--- src/rtl/cf_spi_pkg.sv ---
// ============================================================================
// cf_spi_pkg : word size, idle word and SPI mode encodings shared with CF_SPI
// Rev 1.0
// ============================================================================
`default_nettype none

package cf_spi_pkg;

  localparam int         CF_SPI_DW        = 8;
  localparam logic [7:0] CF_SPI_IDLE_WORD = 8'hFF;

  // Mode number is {CPOL,CPHA}.
  typedef enum logic [1:0] {
    MODE0 = 2'b00,
    MODE1 = 2'b01,
    MODE2 = 2'b10,
    MODE3 = 2'b11
  } spi_mode_e;

  function automatic logic mode_cpol(input spi_mode_e m);
    return m[1];
  endfunction

  function automatic logic mode_cpha(input spi_mode_e m);
    return m[0];
  endfunction

endpackage

`default_nettype wire

--- src/rtl/cf_spi_pin_sync.sv ---
// ============================================================================
// cf_spi_pin_sync : N-stage synchroniser with optional rise/fall pulses
// Rev 1.0
// ============================================================================
`default_nettype none

module cf_spi_pin_sync #(
  parameter int STAGES  = 2,
  parameter bit RST_VAL = 1'b0,
  parameter bit EDGES   = 1'b1
) (
  input  logic clk,
  input  logic rst_n,
  input  logic d_i,
  output logic q_o,
  output logic rise_o,
  output logic fall_o
);

  logic [STAGES-1:0] sync_q;

  always_ff @(posedge clk or negedge rst_n) begin
    if (!rst_n) begin
      sync_q <= {STAGES{RST_VAL}};
    end else begin
      sync_q <= {sync_q[STAGES-2:0], d_i};
    end
  end

  assign q_o = sync_q[STAGES-1];

  generate
    if (EDGES) begin : g_edges
      logic prev_q;

      always_ff @(posedge clk or negedge rst_n) begin
        if (!rst_n) begin
          prev_q <= RST_VAL;
        end else begin
          prev_q <= q_o;
        end
      end

      assign rise_o = q_o & ~prev_q;
      assign fall_o = ~q_o & prev_q;
    end else begin : g_no_edges
      assign rise_o = 1'b0;
      assign fall_o = 1'b0;
    end
  endgenerate

endmodule

`default_nettype wire

--- src/rtl/cf_spi_target.sv ---
// ============================================================================
// cf_spi_target : oversampling SPI target, MSB-first, all four SPI modes
// Rev 1.0
// ============================================================================
`default_nettype none

module cf_spi_target
  import cf_spi_pkg::*;
#(
  parameter int            DW          = CF_SPI_DW,
  parameter int            SYNC_STAGES = 2,
  parameter logic [DW-1:0] IDLE_WORD   = DW'(CF_SPI_IDLE_WORD)
) (
  input  logic          clk,
  input  logic          rst_n,
  input  logic          CPOL,
  input  logic          CPHA,
  input  logic          sclk,
  input  logic          csb,
  input  logic          mosi,
  output logic          miso,
  output logic          miso_oe,
  input  logic [DW-1:0] tx_data,
  input  logic          tx_valid,
  output logic          tx_ready,
  output logic [DW-1:0] rx_data,
  output logic          rx_valid,
  input  logic          rx_rd,
  input  logic          clr_flags,
  output logic          ovr,
  output logic          udr,
  output logic          frm_err
);

  localparam int CW = (DW > 1) ? $clog2(DW) : 1;

  logic sclk_s, sclk_rise, sclk_fall;
  logic csb_s, csb_rise, csb_fall;
  logic mosi_s, mosi_rise_unused, mosi_fall_unused;

  cf_spi_pin_sync #(.STAGES(SYNC_STAGES), .RST_VAL(1'b0), .EDGES(1'b1)) u_sync_sclk (
    .clk(clk), .rst_n(rst_n), .d_i(sclk),
    .q_o(sclk_s), .rise_o(sclk_rise), .fall_o(sclk_fall)
  );

  // csb resets to "deselected" so miso_oe stays low until a real frame.
  cf_spi_pin_sync #(.STAGES(SYNC_STAGES), .RST_VAL(1'b1), .EDGES(1'b1)) u_sync_csb (
    .clk(clk), .rst_n(rst_n), .d_i(csb),
    .q_o(csb_s), .rise_o(csb_rise), .fall_o(csb_fall)
  );

  cf_spi_pin_sync #(.STAGES(SYNC_STAGES), .RST_VAL(1'b0), .EDGES(1'b0)) u_sync_mosi (
    .clk(clk), .rst_n(rst_n), .d_i(mosi),
    .q_o(mosi_s), .rise_o(mosi_rise_unused), .fall_o(mosi_fall_unused)
  );

  logic [SYNC_STAGES-1:0] settle_q;
  logic                   armed_q, armed_d;
  logic [CW-1:0]          cnt_q, cnt_d;
  logic [DW-1:0]          rx_shift_q, rx_shift_d;
  logic [DW-1:0]          rx_data_q, rx_data_d;
  logic                   rx_valid_q, rx_valid_d;
  logic [DW-1:0]          tx_shift_q, tx_shift_d;
  logic [DW-1:0]          hold_q, hold_d;
  logic                   hold_full_q, hold_full_d;
  logic                   ovr_q, ovr_d, udr_q, udr_d, frm_q, frm_d;

  logic active, lead_edge, trail_edge, sample_edge, drive_edge;
  logic word_done, load, tx_write;

  // A frame only starts after csb has been seen high with a settled chain,
  // so a reset in mid-frame waits for the next genuine csb falling edge.
  assign armed_d     = armed_q | (settle_q[SYNC_STAGES-1] & csb_s);
  assign active      = armed_q & ~csb_s;
  assign lead_edge   = CPOL ? sclk_fall : sclk_rise;
  assign trail_edge  = CPOL ? sclk_rise : sclk_fall;
  assign sample_edge = active & (CPHA ? trail_edge : lead_edge);
  assign drive_edge  = active & (CPHA ? lead_edge : trail_edge);
  assign word_done   = sample_edge & (cnt_q == CW'(DW-1));
  assign load        = (drive_edge & (cnt_q == '0)) | (armed_q & ~CPHA & csb_fall);
  assign tx_write    = tx_valid & ~hold_full_q;

  always_comb begin
    cnt_d       = cnt_q;
    rx_shift_d  = rx_shift_q;
    rx_data_d   = rx_data_q;
    rx_valid_d  = rx_valid_q & ~rx_rd;
    tx_shift_d  = tx_shift_q;
    hold_d      = hold_q;
    hold_full_d = hold_full_q;
    ovr_d       = ovr_q;
    udr_d       = udr_q;
    frm_d       = frm_q;

    if (sample_edge) begin
      rx_shift_d = {rx_shift_q[DW-2:0], mosi_s};
      cnt_d      = word_done ? '0 : cnt_q + CW'(1);
    end

    if (word_done) begin
      rx_data_d  = {rx_shift_q[DW-2:0], mosi_s};
      rx_valid_d = 1'b1;
      if (rx_valid_q && !rx_rd) begin
        ovr_d = 1'b1;
      end
    end

    if (armed_q && csb_rise) begin
      cnt_d      = '0;
      rx_shift_d = '0;
      if (cnt_q != '0) begin
        frm_d = 1'b1;
      end
    end

    // The load consumes the old holding content; a same-cycle write refills it.
    if (load) begin
      if (hold_full_q) begin
        tx_shift_d = hold_q;
      end else begin
        tx_shift_d = IDLE_WORD;
        udr_d      = 1'b1;
      end
      hold_full_d = 1'b0;
    end else if (drive_edge) begin
      tx_shift_d = {tx_shift_q[DW-2:0], 1'b0};
    end

    if (tx_write) begin
      hold_d      = tx_data;
      hold_full_d = 1'b1;
    end

    if (clr_flags) begin
      ovr_d = 1'b0;
      udr_d = 1'b0;
      frm_d = 1'b0;
    end
  end

  always_ff @(posedge clk or negedge rst_n) begin
    if (!rst_n) begin
      settle_q    <= '0;
      armed_q     <= 1'b0;
      cnt_q       <= '0;
      rx_shift_q  <= '0;
      rx_data_q   <= '0;
      rx_valid_q  <= 1'b0;
      tx_shift_q  <= '0;
      hold_q      <= '0;
      hold_full_q <= 1'b0;
      ovr_q       <= 1'b0;
      udr_q       <= 1'b0;
      frm_q       <= 1'b0;
    end else begin
      settle_q    <= {settle_q[SYNC_STAGES-2:0], 1'b1};
      armed_q     <= armed_d;
      cnt_q       <= cnt_d;
      rx_shift_q  <= rx_shift_d;
      rx_data_q   <= rx_data_d;
      rx_valid_q  <= rx_valid_d;
      tx_shift_q  <= tx_shift_d;
      hold_q      <= hold_d;
      hold_full_q <= hold_full_d;
      ovr_q       <= ovr_d;
      udr_q       <= udr_d;
      frm_q       <= frm_d;
    end
  end

  assign miso     = tx_shift_q[DW-1];
  assign miso_oe  = ~csb_s;
  assign tx_ready = ~hold_full_q;
  assign rx_data  = rx_data_q;
  assign rx_valid = rx_valid_q;
  assign ovr      = ovr_q;
  assign udr      = udr_q;
  assign frm_err  = frm_q;

endmodule

`default_nettype wire

--- config.mk ---
export PLATFORM = sky130hd
export DESIGN_NAME = cf_spi_target
export DESIGN_NICKNAME = d
export VERILOG_FILES = /design/src/rtl/cf_spi_pkg.sv /design/src/rtl/cf_spi_pin_sync.sv /design/src/rtl/cf_spi_target.sv
export SDC_FILE = /design/constraint.sdc
export NUM_CORES = 1
export LEC_CHECK = 0
export ABC_AREA = 0
export BUFFER_PORTS_ARGS = -buffer_cell sky130_fd_sc_hd__buf_4
export CORE_MARGIN = 4
export CORE_UTILIZATION = 40
export DETAILED_ROUTE_END_ITERATION = 8
export SETUP_SLACK_MARGIN = 0.02
export SLEW_MARGIN = 20
export SYNTH_ARGS = -nofsm -noshare
export SYNTH_HDL_FRONTEND = slang
export SYNTH_SLANG_ARGS = --single-unit
--- constraint.sdc ---
create_clock -name clk -period 4.2 [get_ports clk]
set_clock_uncertainty 0.1 [all_clocks]
set_input_delay 1.26 -clock clk [delete_from_list [all_inputs] [get_ports clk]]
set_output_delay 1.26 -clock clk [all_outputs]
set_load 0.02 [all_outputs]
[Yosys cells after proc, flatten, opt, wreduce, memory -nomap -nowiden]
Cells that the tools add are included.
Cells by class
  add/subtract/negate cells: 1
  equal/unequal tests: 2
  mux-type cells: 24
  bitwise gates (word level): 23
  reductions and logical operators: 16
Operator list (count)
  $mux 8: 3
  $mux 1: 16
  $reduce_bool 2->1: 8
  $and 1x1->1: 14
  $mux 7: 2
  $mux 3: 3
  $not 1->1: 7
  $reduce_and 2->1: 3
  $add 3x1->3 const B: 1
  $eq 3x3->1 const B: 1
  $logic_not 3->1: 1
  $reduce_bool 3->1: 1
  $logic_and 1x1->1: 2
  $ne 2x2->1 const B: 1
  $or 1x1->1: 2
  $logic_not 1->1: 1
Storage, ports and cells
  flip-flop bits (word level): 50
  input port bits: 18

[Longest topological paths before layout]
  word-level depth: 9
  gate-level depth with buffers: 7
  mapped depth without buffers: 6

[By module]
Synthesis repeated with hierarchy kept, for this count alone.
Second synthesis, totals
  cell total of the unflattened synthesis: 166
  area, all modules: 2167.1 sq um
By module, submodules not included
  cf_spi_target: times used 1, cells each 151, area each 1914.3 sq um, sequential area each 1051.0 sq um
  cf_spi_pin_sync (u_sync_csb): times used 1, cells each 5, area each 93.8 sq um, sequential area each 78.8 sq um
  cf_spi_pin_sync (u_sync_sclk): times used 1, cells each 5, area each 90.1 sq um, sequential area each 75.1 sq um
  cf_spi_pin_sync (u_sync_mosi): times used 1, cells each 5, area each 68.8 sq um, sequential area each 50.0 sq um

[Least setup slack after synthesis]
Ideal clock, no wire load.
  path type: in2reg
  start point: input port CPHA
  end point: register tx_shift_q[0]
  arrival: 2.480 ns
  data required time: 3.975 ns
  setup slack: 1.496 ns
  cell stages on the path: 4
  buffers on the path: 0
  cell sequence: xnor2_1 > or3b_4 > a31oi_4 > mux2_2
On the way
  longest elaborated chain between the ends: 5
Ends and longest elaborated chain
  start, declared: line cf_spi_target.sv:17  | input logic CPHA,
  $mux 1 or $not 1->1 (tied branches): line cf_spi_target.sv:78, cf_spi_target.sv:80
  $and 1x1->1 (on tied branches): line cf_spi_target.sv:78, cf_spi_target.sv:80
  $and 1x1->1: line cf_spi_target.sv:80  | assign load = (drive_edge & (cnt_q == '0)) | (armed_q & ~CPHA & csb_fall);
  $or 1x1->1: line cf_spi_target.sv:80
  $mux 8 or $reduce_bool 2->1 (tied branches)
  end signal, assigned: line cf_spi_target.sv:162  | tx_shift_q <= tx_shift_d;
  end, declared: line cf_spi_target.sv:63  | logic [DW-1:0] tx_shift_q, tx_shift_d;
Parallel ways exist; a longest one is shown, timed or not.
A chain may end at the register's enable or synchronous reset.

[Worst setup path after layout]
  start point: input port CPOL
  end point: register rx_data_q[3] (netlist: rx_data[3])
On the way
  longest elaborated chain between the ends: 4
Ends and longest elaborated chain
  start, declared: line cf_spi_target.sv:16  | input logic CPOL,
  $mux 1 (on tied branches): line cf_spi_target.sv:75, cf_spi_target.sv:76
  $mux 1 (*): line cf_spi_target.sv:77  | assign sample_edge = active & (CPHA ? trail_edge : lead_edge);
  $and 1x1->1 (*): line cf_spi_target.sv:77
  $and 1x1->1 (*): line cf_spi_target.sv:79  | assign word_done = sample_edge & (cnt_q == CW'(DW-1));
  end signal, assigned: line cf_spi_target.sv:160  | rx_data_q <= rx_data_d;
  end, declared: line cf_spi_target.sv:61  | logic [DW-1:0] rx_data_q, rx_data_d;
Every way passes the cells marked *; elsewhere a longest branch is shown, timed or not.

==> metrics.md <==
| Metric | Value |
|---|---|
| Antenna-violating nets left | 0 |
| Synth Instances | between 150 and 200 |
| Syn_nets | 181 |
| Multi-input gate area | 744 sq um |
| Count leader, synth | dfrtp_1 |
| Area added between synthesis and finish | 19.2% |
| Delay of the slowest cell on the worst path | between 0.3 and 0.4 ns |
| Worst path top cell family by delay | multiplexers |
| Ys flop type | dfrtp_1 |
| Mapped cell area | a little over 0.002 sq mm |
| Internal | 833 uW |
| Setup Buffers After CTS | 0 |
| Dpl hpwl | about 2.5 mm |
| Share of cells above drive strength 1 | 0.333 |
| Vias in the first global route | 1329 |
| EDFF count, synth | 0 |
| Clock tree buffer depth | 2 |
| CP Max Fanout | 13 |
| Register area share after synthesis | 0.606 |
| Initial Utilization | 0.424 |
| DR WL/cell | 13.3 um |
| Std-Cell Rows | 25 |
| MaxCap Viol Count | 0 |
| Final Hold Fails | 0 |
| Most used cell, CP | buf_4 |
| Status | completed |
| Commonest cells post-synth | dfrtp_1 (47), mux2i_1 (20), mux2_2 (19) |
| Clk pwr share | 0.245 |
| CP Data Arrival Time | roughly 2.9 ns |
| IO Pins | 33 |
| Grt ovf | 0 |
| Largest net degree at the start of global routing | 51 |
| Setup TNS | 0 ns |
| Initial antenna violation count | 0 |
| Worst-Margin Slew | 0.736 ns |
| Latest clock arrival within the worst-skew pair | 0.29 ns |
| Rel. slew slack | 0.507 |
| Height of the die | about 80 um |
| Peak supply drop | around 0.26 mV |
| Drt first-iter violations | 65 |
| Max Freq | roughly 350 MHz |
| Hold_buf cts | 0 |
| Min Tclk post-route | ~2.8 ns |
| Cts repair resizes | 0 |
| Nets | roughly 220 |
| DP Cell Count | about 250 |
| GPL Wtd Cong | just under 0.7 |
| Synth async-reset ratio | 1.00 |
| Hold_ws | around 0.25 ns |
| First-pass GRT wire length | between 5 and 6 mm |
| CP max stage cell | mux2_2 |
| CTS H-tree depth | 2 |
| Drt drc | 0 |
| Area share of the largest cell type after synthesis | 0.568 |
| Fin cells | about 260 |
| Comb power frac | 0.211 |
| Crit start category | primary input |
| Post-synth cell types | 29 |
| Vias per inst | between 4 and 5 |
| Dominant cell type by area after synthesis | dfrtp_1 |
| Unrepaired setup endpoints after global routing | no |
| Avg Inst Size Synth | 12.9 sq um |
| Synth area leaders | dfrtp_1 (57%), mux2_2 (10%), mux2i_1 (9.7%) |
| Storage cell area | 0.00125 sq mm |
| Worst Path Buf+Inv | 2 |
| # setup viols final | 0 |
| CORE AREA | 0.00488 sq mm |
| DR pass1 iterations | 4 |
| Leak | ~1.2 nW |
| PwrDens | approximately 460 mW/mm^2 |
| Part of the cycle the worst path needs | 0.672 |
| Worst path cell trace | buf_4 > xnor2_1 > mux2i_1 > buf_4 > or2_1 > mux2_2 |
| Final Slew Violations | 0 |
| Register bit total from synthesis | 50 |
| Global Route Usage Sum | 0.123 |
| Vias | roughly 1200 |
| Sequential power share | 0.544 |
| Req. time, crit path | roughly 4.3 ns |
| Finished Core Util | 0.506 |
| Num CTS Buffers | 5 |
| ANT cells | 0 |
| Sink Count | 50 |
| Routed wire length | approximately 3.5 mm |
| Total power | roughly 1.1 mW |
| Die area | roughly 0.0064 sq mm |
| Yosys warnings | 0 |
| Die width | about 80 um |
| # port buffers | 32 |
| Switch Pwr | 307 uW |
| HP Class | reg2reg |
| Crit end category | flop |
| Sw frac | 0.269 |
| TritonCTS clock tree | done |
| Reg clk slew, reported paths | roughly 0.08 ns |
| Clock root cell | clkbuf_8 |
| Fill count | around 460 |
| CP Class | in2reg |
routing by layer:
layer | global-route usage | wire [um] | vias to the layer above
li1 | - | - | 600
met1 | 0.148 | 1580 | 609
met2 | 0.202 | 1700 | 22
met3 | 0.0418 | 159 | 5
met4 | 0.0473 | 54 | 0
met5 | 0 | 0 | -
logic make-up after synthesis:
family	share of synthesized area
other cells	0.00181
flops	0.606
simple gates	0.0949
buf+inv	0.0344
fa+ha+maj	0.0181
compound gates	0.0405
mux	0.200
xor+xnor	0.00423
stage by stage:
stage | worst slack (ns) | cell area, sq um
6_report | 1.38 | 2470
2_1_floorplan | 1.50 | 2070
3_5_place_dp | 1.05 | 2380
5_1_grt | 1.26 | 2470
3_3_place_gp | 1.13 | 2380
4_1_cts | 1.36 | 2470
state kept, by name (all words and copies together) (netlist names):
| signal | flops |
|---|---|
| settle_q | 2 |
| u_sync_csb.g_edges.prev_q | 1 |
| rx_valid | 1 |
| armed_q | 1 |
| hold_full_q | 1 |
| ovr | 1 |
| frm_err | 1 |
| u_sync_csb.sync_q | 2 |
| udr | 1 |
| tx_shift_q | 8 |
| rx_shift_q | 7 |
| hold_q | 8 |
| u_sync_sclk.sync_q | 2 |
| u_sync_sclk.g_edges.prev_q | 1 |
| rx_data | 8 |
| cnt_q | 3 |
| u_sync_mosi.sync_q | 2 |
placed cells by master (no fill, tap or decap), drive strengths merged, types with 2 or more instances in the layout:
cell / n
a21oi: 4
inv: 12
dfstp: 3
mux2: 19
nor4bb: 2
or3b: 2
clkbuf: 7
nor2: 14
dfrtp: 47
mux2i: 20
nand2: 6
a31oi: 2
nand2b: 8
ha: 3
buf: 33
area by class of cell:
class	instances	area share
repair buffers	33	0.100
clock buffers	7	0.0350
clock inverters	1	0.00203
flip-flops and latches	50	0.509
inverters	12	0.0183
well taps	67	0.0340
multi-input cells	92	0.302
path summary, 6_finish.rpt:
path                                                start                               to  slack (ns)  cells after the start
max reg2reg                u_sync_csb.sync_q[1]$_DFF_PN1_           rx_data[3]$_DFFE_PN0P_        2.16                      5
max in group asynchronous                           rst_n            hold_q[2]$_DFFE_PN0P_        2.72                      1
min reg2reg                         settle_q[0]$_DFF_PN0_            settle_q[1]$_DFF_PN0_        0.25                      0
min in group asynchronous                           rst_n  u_sync_mosi.sync_q[0]$_DFF_PN0_        0.87                      1
max                                                  CPOL           rx_data[3]$_DFFE_PN0P_        1.38                      6
min                                 settle_q[0]$_DFF_PN0_            settle_q[1]$_DFF_PN0_        0.25                      0
power groups by stage:
stage | Clock, mW | Sequential [mW] | Combinational [mW]
after floorplan | 0 | 0.618 | 0.177
after detailed placement | 0 | 0.630 | 0.246
final | 0.279 | 0.619 | 0.241
after global placement | 0 | 0.625 | 0.235
after CTS | 0.292 | 0.621 | 0.247
after global routing | 0.311 | 0.631 | 0.270
No activity file was read; power rests on OpenSTA's default activity.
